[config.mk]
export PLATFORM = sky130hd
export DESIGN_NAME = decompress_stage1and2_flat
export DESIGN_NICKNAME = d
export VERILOG_FILES = /design/src/rtl/decomp_pkg.sv /design/src/rtl/decompress_stage1and2_if.sv /design/src/rtl/decomp_dictionary.sv /design/src/rtl/decompress_stage1and2.sv /design/src/flat_wrapper.sv
export SDC_FILE = /design/constraint.sdc
export NUM_CORES = 2
export LEC_CHECK = 0
export ABC_AREA = 1
export BUFFER_PORTS_ARGS = -buffer_cell sky130_fd_sc_hd__buf_2
export CAP_MARGIN = 5
export CORE_ASPECT_RATIO = 2
export CORE_MARGIN = 5
export CORE_UTILIZATION = 40
export DETAILED_ROUTE_END_ITERATION = 10
export PLACE_DENSITY_LB_ADDON = 0.1
export SYNTH_ARGS = -nofsm -noshare
export SYNTH_HDL_FRONTEND = slang
export SYNTH_SLANG_ARGS = --single-unit
[constraint.sdc]
create_clock -name i_clk -period 10.5 [get_ports i_clk]
set_input_delay 2.1 -clock i_clk [delete_from_list [all_inputs] [get_ports i_clk]]
set_output_delay 2.1 -clock i_clk [all_outputs]
set_load 0.1 [all_outputs]
[src/rtl/decomp_pkg.sv]
// Shared types and constants for the decompression front end: code types, prefixes and
// code lengths of the variable-length code set.
package decomp_pkg;

    localparam int unsigned WIDTH      = 64;
    localparam int unsigned DICT_ENTRY = 16;
    localparam int unsigned WORD       = 32;
    localparam int unsigned CACHE_LINE = 128;
    localparam int unsigned IDX_W      = $clog2(DICT_ENTRY);
    localparam int unsigned LINE_WORDS = CACHE_LINE / WORD;
    localparam int unsigned BUF_W      = 2 * WIDTH;

    typedef enum logic [2:0] {
        CodeZzzz,
        CodeXxxx,
        CodeMmmm,
        CodeMmxx,
        CodeZzzx,
        CodeMmmx,
        CodeIllegal
    } code_e;

    // First two bits of every code.
    localparam logic [1:0] PfxZzzz = 2'b00;
    localparam logic [1:0] PfxXxxx = 2'b01;
    localparam logic [1:0] PfxMmmm = 2'b10;
    localparam logic [1:0] PfxExt  = 2'b11;

    // Second two bits when the prefix is 11.
    localparam logic [1:0] SfxMmxx = 2'b00;
    localparam logic [1:0] SfxZzzx = 2'b01;
    localparam logic [1:0] SfxMmmx = 2'b10;
    localparam logic [1:0] SfxIll  = 2'b11;

    localparam logic [7:0] LenZzzz = 8'd2;
    localparam logic [7:0] LenXxxx = 8'd34;
    localparam logic [7:0] LenMmmm = 8'd6;
    localparam logic [7:0] LenMmxx = 8'd24;
    localparam logic [7:0] LenZzzx = 8'd12;
    localparam logic [7:0] LenMmmx = 8'd16;
    localparam logic [7:0] LenIll  = 8'd4;

    function automatic logic [7:0] code_length(input code_e c);
        case (c)
            CodeZzzz: return LenZzzz;
            CodeXxxx: return LenXxxx;
            CodeMmmm: return LenMmmm;
            CodeMmxx: return LenMmxx;
            CodeZzzx: return LenZzzx;
            CodeMmmx: return LenMmmx;
            default:  return LenIll;
        endcase
    endfunction

endpackage

[src/rtl/decompress_stage1and2_if.sv]
// Chunk-in / pair-out handshake bundle of the decompression front end.
interface decompress_stage1and2_if;
    import decomp_pkg::*;

    logic             i_valid;
    logic [WIDTH-1:0] i_chunk;
    logic             o_ready;
    logic             o_valid;
    logic [WIDTH-1:0] o_word;
    logic             i_ready;
    logic             o_line_done;
    logic             o_error;

    modport slave (
        input  i_valid, i_chunk, i_ready,
        output o_ready, o_valid, o_word, o_line_done, o_error
    );

    modport master (
        output i_valid, i_chunk, i_ready,
        input  o_ready, o_valid, o_word, o_line_done, o_error
    );
endinterface

[src/rtl/decomp_dictionary.sv]
// 16x32 dictionary with FIFO replacement, one write port and one combinational read port.
// Optional: DECOMP_DICT_DEBUG_EN adds the flattened view of all entries.
module decomp_dictionary
    import decomp_pkg::*;
(
    input  logic                       i_clk,
    input  logic                       i_reset,
    input  logic                       i_we,
    input  logic [WORD-1:0]            i_wdata,
    input  logic [IDX_W-1:0]           i_raddr,
    output logic [WORD-1:0]            o_rdata
`ifdef DECOMP_DICT_DEBUG_EN
    ,
    output logic [DICT_ENTRY*WORD-1:0] o_flat
`endif
);

    logic [WORD-1:0]  mem_q [DICT_ENTRY];
    logic [WORD-1:0]  mem_d [DICT_ENTRY];
    logic [IDX_W-1:0] wr_ptr_q, wr_ptr_d;

    // Next push overwrites the oldest entry; pointer wraps naturally at 16.
    always_comb begin
        mem_d    = mem_q;
        wr_ptr_d = wr_ptr_q;
        if (i_we) begin
            mem_d[wr_ptr_q] = i_wdata;
            wr_ptr_d        = wr_ptr_q + 1'b1;
        end
    end

    // Entry and pointer registers, cleared by reset.
    always_ff @(posedge i_clk) begin
        if (!i_reset) begin
            for (int unsigned i = 0; i < DICT_ENTRY; i++) begin
                mem_q[i] <= '0;
            end
            wr_ptr_q <= '0;
        end else begin
            mem_q    <= mem_d;
            wr_ptr_q <= wr_ptr_d;
        end
    end

    assign o_rdata = mem_q[i_raddr];

`ifdef DECOMP_DICT_DEBUG_EN
    // Entry 0 in the LSBs.
    always_comb begin
        o_flat = '0;
        for (int unsigned i = 0; i < DICT_ENTRY; i++) begin
            o_flat[i*WORD +: WORD] = mem_q[i];
        end
    end
`endif

endmodule

[src/rtl/decompress_stage1and2.sv]
// Decompression front end: parses one variable-length code per cycle out of a 128-bit
// left-aligned bit buffer, rebuilds 32-bit words against the FIFO dictionary and emits them
// as {earlier, later} 64-bit pairs. Lines are 4 codes padded to a multiple of 64 bits.
// Optional: DECOMP_DICT_DEBUG_EN exposes o_dictionary_data.
module decompress_stage1and2
    import decomp_pkg::*;
(
    input  logic                       i_clk,
    input  logic                       i_reset,
    decompress_stage1and2_if.slave     bus
`ifdef DECOMP_DICT_DEBUG_EN
    ,
    output logic [DICT_ENTRY*WORD-1:0] o_dictionary_data
`endif
);

    typedef enum logic [1:0] {StDecode, StPad, StError} state_e;

    localparam logic [7:0] ChunkBits = 8'(WIDTH);
    localparam logic [1:0] LastPos   = 2'(LINE_WORDS - 1);

    state_e           state_q, state_d;
    logic [BUF_W-1:0] buf_q, buf_d;
    logic [7:0]       fill_q, fill_d;
    logic [1:0]       line_pos_q, line_pos_d;
    logic [5:0]       line_bits_q, line_bits_d;
    logic [5:0]       pad_q, pad_d;
    logic [WORD-1:0]  word0_q, word0_d;
    logic [WORD-1:0]  word1_q, word1_d;
    logic             slot_q, slot_d;
    logic             valid_q, valid_d;
    logic             line_done_q, line_done_d;
    logic             error_q, error_d;

    code_e            code;
    logic             hdr_ok;
    logic [7:0]       code_len;
    logic [IDX_W-1:0] dict_raddr;
    logic [WORD-1:0]  dict_rdata;
    logic [WORD-1:0]  dec_word;
    logic             dict_push;
    logic             dict_we;
    logic             blocked, fire, illegal, pad_fire, accept;
    logic [7:0]       shift_amt, fill_shift;
    logic [BUF_W-1:0] buf_shift;
    logic [5:0]       line_bits_sum;

    // Classify the code at the head of the buffer; 11-prefixed codes need 4 bits to tell apart.
    always_comb begin
        code   = CodeZzzz;
        hdr_ok = 1'b0;
        unique case (buf_q[127:126])
            PfxZzzz: begin code = CodeZzzz; hdr_ok = (fill_q >= 8'd2); end
            PfxXxxx: begin code = CodeXxxx; hdr_ok = (fill_q >= 8'd2); end
            PfxMmmm: begin code = CodeMmmm; hdr_ok = (fill_q >= 8'd2); end
            PfxExt: begin
                hdr_ok = (fill_q >= 8'd4);
                unique case (buf_q[125:124])
                    SfxMmxx: code = CodeMmxx;
                    SfxZzzx: code = CodeZzzx;
                    SfxMmmx: code = CodeMmmx;
                    SfxIll:  code = CodeIllegal;
                endcase
            end
        endcase
    end

    assign code_len   = code_length(code);
    assign dict_raddr = (code == CodeMmmm) ? buf_q[125:122] : buf_q[123:120];

    // Rebuild the decoded word from payload and dictionary entry.
    always_comb begin
        dec_word  = '0;
        dict_push = 1'b0;
        case (code)
            CodeXxxx: begin dec_word = buf_q[125:94]; dict_push = 1'b1; end
            CodeMmmm: dec_word = dict_rdata;
            CodeMmxx: begin dec_word = {dict_rdata[31:16], buf_q[119:104]}; dict_push = 1'b1; end
            CodeZzzx: dec_word = {24'h0, buf_q[123:116]};
            CodeMmmx: begin dec_word = {dict_rdata[31:8], buf_q[119:112]}; dict_push = 1'b1; end
            default:  dec_word = '0;
        endcase
    end

    assign blocked  = valid_q && !bus.i_ready;
    assign fire     = (state_q == StDecode) && hdr_ok && (code != CodeIllegal) &&
                      (fill_q >= code_len) && !blocked;
    assign illegal  = (state_q == StDecode) && hdr_ok && (code == CodeIllegal);
    assign pad_fire = (state_q == StPad) && (fill_q >= {2'b00, pad_q});
    assign accept   = bus.i_valid && bus.o_ready;
    assign dict_we  = fire && dict_push;
    assign line_bits_sum = line_bits_q + code_len[5:0];

    decomp_dictionary u_dict (
        .i_clk   (i_clk),
        .i_reset (i_reset),
        .i_we    (dict_we),
        .i_wdata (dec_word),
        .i_raddr (dict_raddr),
        .o_rdata (dict_rdata)
`ifdef DECOMP_DICT_DEBUG_EN
        ,
        .o_flat  (o_dictionary_data)
`endif
    );

    // Buffer shift/append, pair register, line framing and FSM next state.
    always_comb begin
        state_d     = state_q;
        line_pos_d  = line_pos_q;
        line_bits_d = line_bits_q;
        pad_d       = pad_q;
        word0_d     = word0_q;
        word1_d     = word1_q;
        slot_d      = slot_q;
        valid_d     = valid_q && !bus.i_ready;
        line_done_d = 1'b0;
        error_d     = error_q;

        // Consumed bits leave first; an accepted chunk lands right behind what remains.
        shift_amt  = fire ? code_len : (pad_fire ? {2'b00, pad_q} : 8'd0);
        buf_shift  = buf_q << shift_amt;
        fill_shift = fill_q - shift_amt;
        buf_d      = buf_shift;
        fill_d     = fill_shift;
        if (accept) begin
            buf_d  = buf_shift | ({bus.i_chunk, {WIDTH{1'b0}}} >> fill_shift);
            fill_d = fill_shift + ChunkBits;
        end

        unique case (state_q)
            StDecode: begin
                if (illegal) begin
                    state_d = StError;
                    error_d = 1'b1;
                end else if (fire) begin
                    if (!slot_q) begin
                        word0_d = dec_word;
                        slot_d  = 1'b1;
                    end else begin
                        word1_d = dec_word;
                        slot_d  = 1'b0;
                        valid_d = 1'b1;
                    end
                    if (line_pos_q == LastPos) begin
                        line_pos_d  = '0;
                        line_bits_d = '0;
                        // Bits left to the next 64-bit boundary (0 when already aligned).
                        pad_d       = 6'd0 - line_bits_sum;
                        line_done_d = 1'b1;
                        state_d     = StPad;
                    end else begin
                        line_pos_d  = line_pos_q + 2'd1;
                        line_bits_d = line_bits_sum;
                    end
                end
            end
            StPad: begin
                if (pad_fire) state_d = StDecode;
            end
            StError: state_d = StError;
            default: state_d = StError;
        endcase
    end

    // State registers with synchronous active-low reset.
    always_ff @(posedge i_clk) begin
        if (!i_reset) begin
            state_q     <= StDecode;
            buf_q       <= '0;
            fill_q      <= '0;
            line_pos_q  <= '0;
            line_bits_q <= '0;
            pad_q       <= '0;
            word0_q     <= '0;
            word1_q     <= '0;
            slot_q      <= 1'b0;
            valid_q     <= 1'b0;
            line_done_q <= 1'b0;
            error_q     <= 1'b0;
        end else begin
            state_q     <= state_d;
            buf_q       <= buf_d;
            fill_q      <= fill_d;
            line_pos_q  <= line_pos_d;
            line_bits_q <= line_bits_d;
            pad_q       <= pad_d;
            word0_q     <= word0_d;
            word1_q     <= word1_d;
            slot_q      <= slot_d;
            valid_q     <= valid_d;
            line_done_q <= line_done_d;
            error_q     <= error_d;
        end
    end

    assign bus.o_ready     = (fill_q <= ChunkBits) && !error_q;
    assign bus.o_valid     = valid_q;
    assign bus.o_word      = {word0_q, word1_q};
    assign bus.o_line_done = line_done_q;
    assign bus.o_error     = error_q;

endmodule

[src/flat_wrapper.sv]
// flat-port wrapper written by rule: the top's interface ports become plain ports
module decompress_stage1and2_flat import decomp_pkg::*;
  (i_clk, i_reset, bus_i_valid, bus_i_chunk, bus_i_ready, bus_o_ready, bus_o_valid, bus_o_word, bus_o_line_done, bus_o_error);
  decompress_stage1and2_if bus_i ();
  input  logic i_clk;
  input  logic i_reset;
  input wire logic [$bits(bus_i.i_valid)-1:0] bus_i_valid;
  input wire logic [$bits(bus_i.i_chunk)-1:0] bus_i_chunk;
  input wire logic [$bits(bus_i.i_ready)-1:0] bus_i_ready;
  output wire logic [$bits(bus_i.o_ready)-1:0] bus_o_ready;
  output wire logic [$bits(bus_i.o_valid)-1:0] bus_o_valid;
  output wire logic [$bits(bus_i.o_word)-1:0] bus_o_word;
  output wire logic [$bits(bus_i.o_line_done)-1:0] bus_o_line_done;
  output wire logic [$bits(bus_i.o_error)-1:0] bus_o_error;
  assign bus_i.i_valid = bus_i_valid;
  assign bus_i.i_chunk = bus_i_chunk;
  assign bus_i.i_ready = bus_i_ready;
  assign bus_o_ready = bus_i.o_ready;
  assign bus_o_valid = bus_i.o_valid;
  assign bus_o_word = bus_i.o_word;
  assign bus_o_line_done = bus_i.o_line_done;
  assign bus_o_error = bus_i.o_error;
  decompress_stage1and2 u_core (.i_clk(i_clk), .i_reset(i_reset), .bus(bus_i));
endmodule
==> impl_metrics.tcl <==
set metrics [dict create \
    synthCells 7255 \
    die_w_um 248 \
    dr.pass1.iters 9 \
    holdCritPathClass "flop to flop" \
    io_buffer_count 135 \
    fp.dieH_um 486 \
    cts_buffers 77 \
    period_needed_ns 7.77 \
    avgRoutedWirePerCell_um 23.9 \
    cts_setup_buffers 0 \
    drtIter0Drc 4404 \
    setup_tns_ns 0 \
    hold_viol 0 \
    core_region_area_um2 113000 \
    ys_warn_count 0 \
    grt_max_degree 164 \
    finalCoreUtilization 0.437 \
    outcome "completed" \
    grt_overflow_total 0 \
    grt_pass1_vias 46294 \
    cp-start-kind "flop" \
    synth_top_area_frac 0.324 \
    ant_nets 0 \
    crit_type "flop to flop" \
    ys_ff_latch 734 \
    antenna_found_initial 4 \
    rows 174 \
    die-area_um2 121000 \
    syn_area_um2 45400 \
    gp_congestion 1.01 \
    synth_compound_area_frac 0.208 \
    finalNetCount 7077 \
    start_util 0.403 \
    arrival_ns 8.39 \
    cp_max_fo 67 \
    grt_use_total 0.326 \
    cts_tree "done" \
    fillCellCount 12269 \
    drv_slew 0 \
    holdPathStages 2 \
    yosysTopAreaCell "dfxtp_1" \
    finalCritPeriodShare 0.740 \
    yosys.area_share.simple 0.305 \
    synth_xor_area_frac 0.00229 \
    synth_area_leaders "dfxtp_1 32%, nand3_1 16%, nand2_1 12%" \
    wl_um 204000 \
    tightest_slew_ns 1.45 \
    cts_hold_buf 0 \
    drv_cap 0 \
    synth-main-ff-cell "dfxtp_1" \
    rsz0062_at_grt "false" \
    drive_above_1_share 0.0659 \
    drc 0 \
    async_flop_share 0 \
    synthMuxAreaShare 0.0161 \
    synth.avg_cell_area_um2 6.26 \
    cp.required_ns 11.12 \
    hold_ws_ns 0.443 \
    multiInputGateArea_um2 24800 \
    synth_top_family_by_area "simple AND/OR/NAND/NOR gates" \
    ys_types 49 \
    fmax_mhz 129 \
    dp_hpwl_um 139000 \
    regArea_um2 14700 \
    skew_ns 0.0380 \
    via_count 48937 \
    slew_headroom 0.0254 \
    cts_resized 0 \
    root_buffer "clkbuf_16" \
    clockBufferDepth 3 \
    cts.sinks 734 \
    clkLatencyLatePin_ns 0.70 \
    grt_pass1_wl_um 299000 \
    setup_viol 0 \
    worstSetupEndpointType "flop" \
    seq_area_frac_synth 0.324 \
    r2r_cells 26 \
    htreeDepth 3 \
    num_io_pins 136 \
    yosys.area_share.adder 0.00915 \
    syn_to_final_growth_pct 8.33 \
    synth_edf_count 0 \
    vias_per_cell 5.73 \
    clk_pin_slew_ns 0.08 \
]
-- logic make-up after synthesis --
family	count (synthesis)
compound gates	1670
xor+xnor	11
fa+ha+maj	32
buf+inv	1592
flops	734
mux	73
other cells	1
simple gates	3142
-- final timing paths --
path / startpoint / endpoint / slack (ns)
min: u_core.u_dict.mem_q[192] / u_core.u_dict.mem_q[192] / 0.44
min reg2reg: u_core.u_dict.mem_q[192] / u_core.u_dict.mem_q[192] / 0.44
max: u_core.buf_q[125] / u_core.buf_q[18] / 2.73
max reg2reg: u_core.buf_q[125] / u_core.buf_q[18] / 2.73
-- cells in the final DEF (no fill, tap or decap), drive strengths merged, types with 22 or more instances in the layout --
cell type and n:
ha 30, dfxtp 734, clkinv 22, mux2i 73, clkbuf 109, a21oi 573, o211ai 351, nand2 1425
o22ai 26, inv 1008, buf 226, o21ai 675, nand3 1487, nor2 162
-- through the flow --
stage / setup WS [ns] / cells / instance area, um2
6_report: 2.73 / 8536 / 49200
3_5_place_dp: 2.88 / 8394 / 46600
4_1_cts: 2.89 / 8535 / 49200
2_1_floorplan: 5.26 / 7256 / 45400
5_1_grt: 2.31 / 8536 / 49200
3_3_place_gp: 2.87 / 8394 / 46600
-- synthesized netlist by cell type, types with 10 or more instances --
cell / instances
o22ai_1: 25
and2_1: 14
buf_1: 113
ha_1: 30
nor2_1: 156
o211ai_1: 351
mux2i_1: 73
a21oi_1: 573
inv_1: 966
nor3_1: 20
or2_2: 10
o21ai_0: 540
clkbuf_1: 319
nand2_1: 1421
nand3_1: 1485
buf_2: 150
inv_2: 40
dfxtp_1: 734
o21ai_1: 127
nand4_1: 19
-- registers in the layout, summed over array words and instances (netlist names), 4 cells and up --
| register | flops |
|---|---|
| u_core.buf_q | 128 |
| u_core.fill_q | 8 |
| u_core.line_bits_q | 5 |
| u_core.pad_q | 5 |
| u_core.u_dict.mem_q | 512 |
| u_core.u_dict.wr_ptr_q | 4 |
| u_core.word0_q | 32 |
| u_core.word1_q | 32 |
-- routing by layer --
layer / routed length [um] / vias up / part of all wire / track usage
li1: - / 23598 / - / -
met1: 67600 / 22798 / 0.33 / 0.319
met2: 105000 / 1804 / 0.51 / 0.592
met3: 9220 / 733 / 0.045 / 0.0419
met4: 22800 / 4 / 0.11 / 0.288
met5: 21 / - / 0.00010 / 0
-- area by class of cell --
class                      count  share of cell area
timing repair buffer         226              0.0278
inverter                    1008              0.0773
clock buffer                 109              0.0455
clock inverter                32             0.00763
multi-input combinational   4930               0.505
sequential                   734               0.299
antenna                        1           0.0000509
tap                         1496              0.0381
-- critical path, cell delays in order, from the launching register on --
cell,delay (ns)
dfxtp_1,0.41
inv_1,0.12
ha_1,0.28
nand2_1,0.12
nand3_1,0.18
inv_1,0.09
buf_4,0.46
nor2_1,0.23
ha_1,0.38
nand2_1,0.06
nor2_1,0.09
nand3_1,0.08
nand3_1,0.17
nand3_2,0.36
nand2_1,0.24
nand2_4,0.45
ha_1,0.66
nand2_1,0.08
o21ai_1,0.34
a21oi_1,0.12
o21bai_1,0.33
xor2_4,0.17
buf_4,0.58
nand2_1,0.77
nor3_1,0.57
a21oi_1,0.08
a21oi_1,0.16
Power is left out: the tool's default activity adds up to more than one toggle a clock period on the data nets, which glitch-free logic cannot reach.
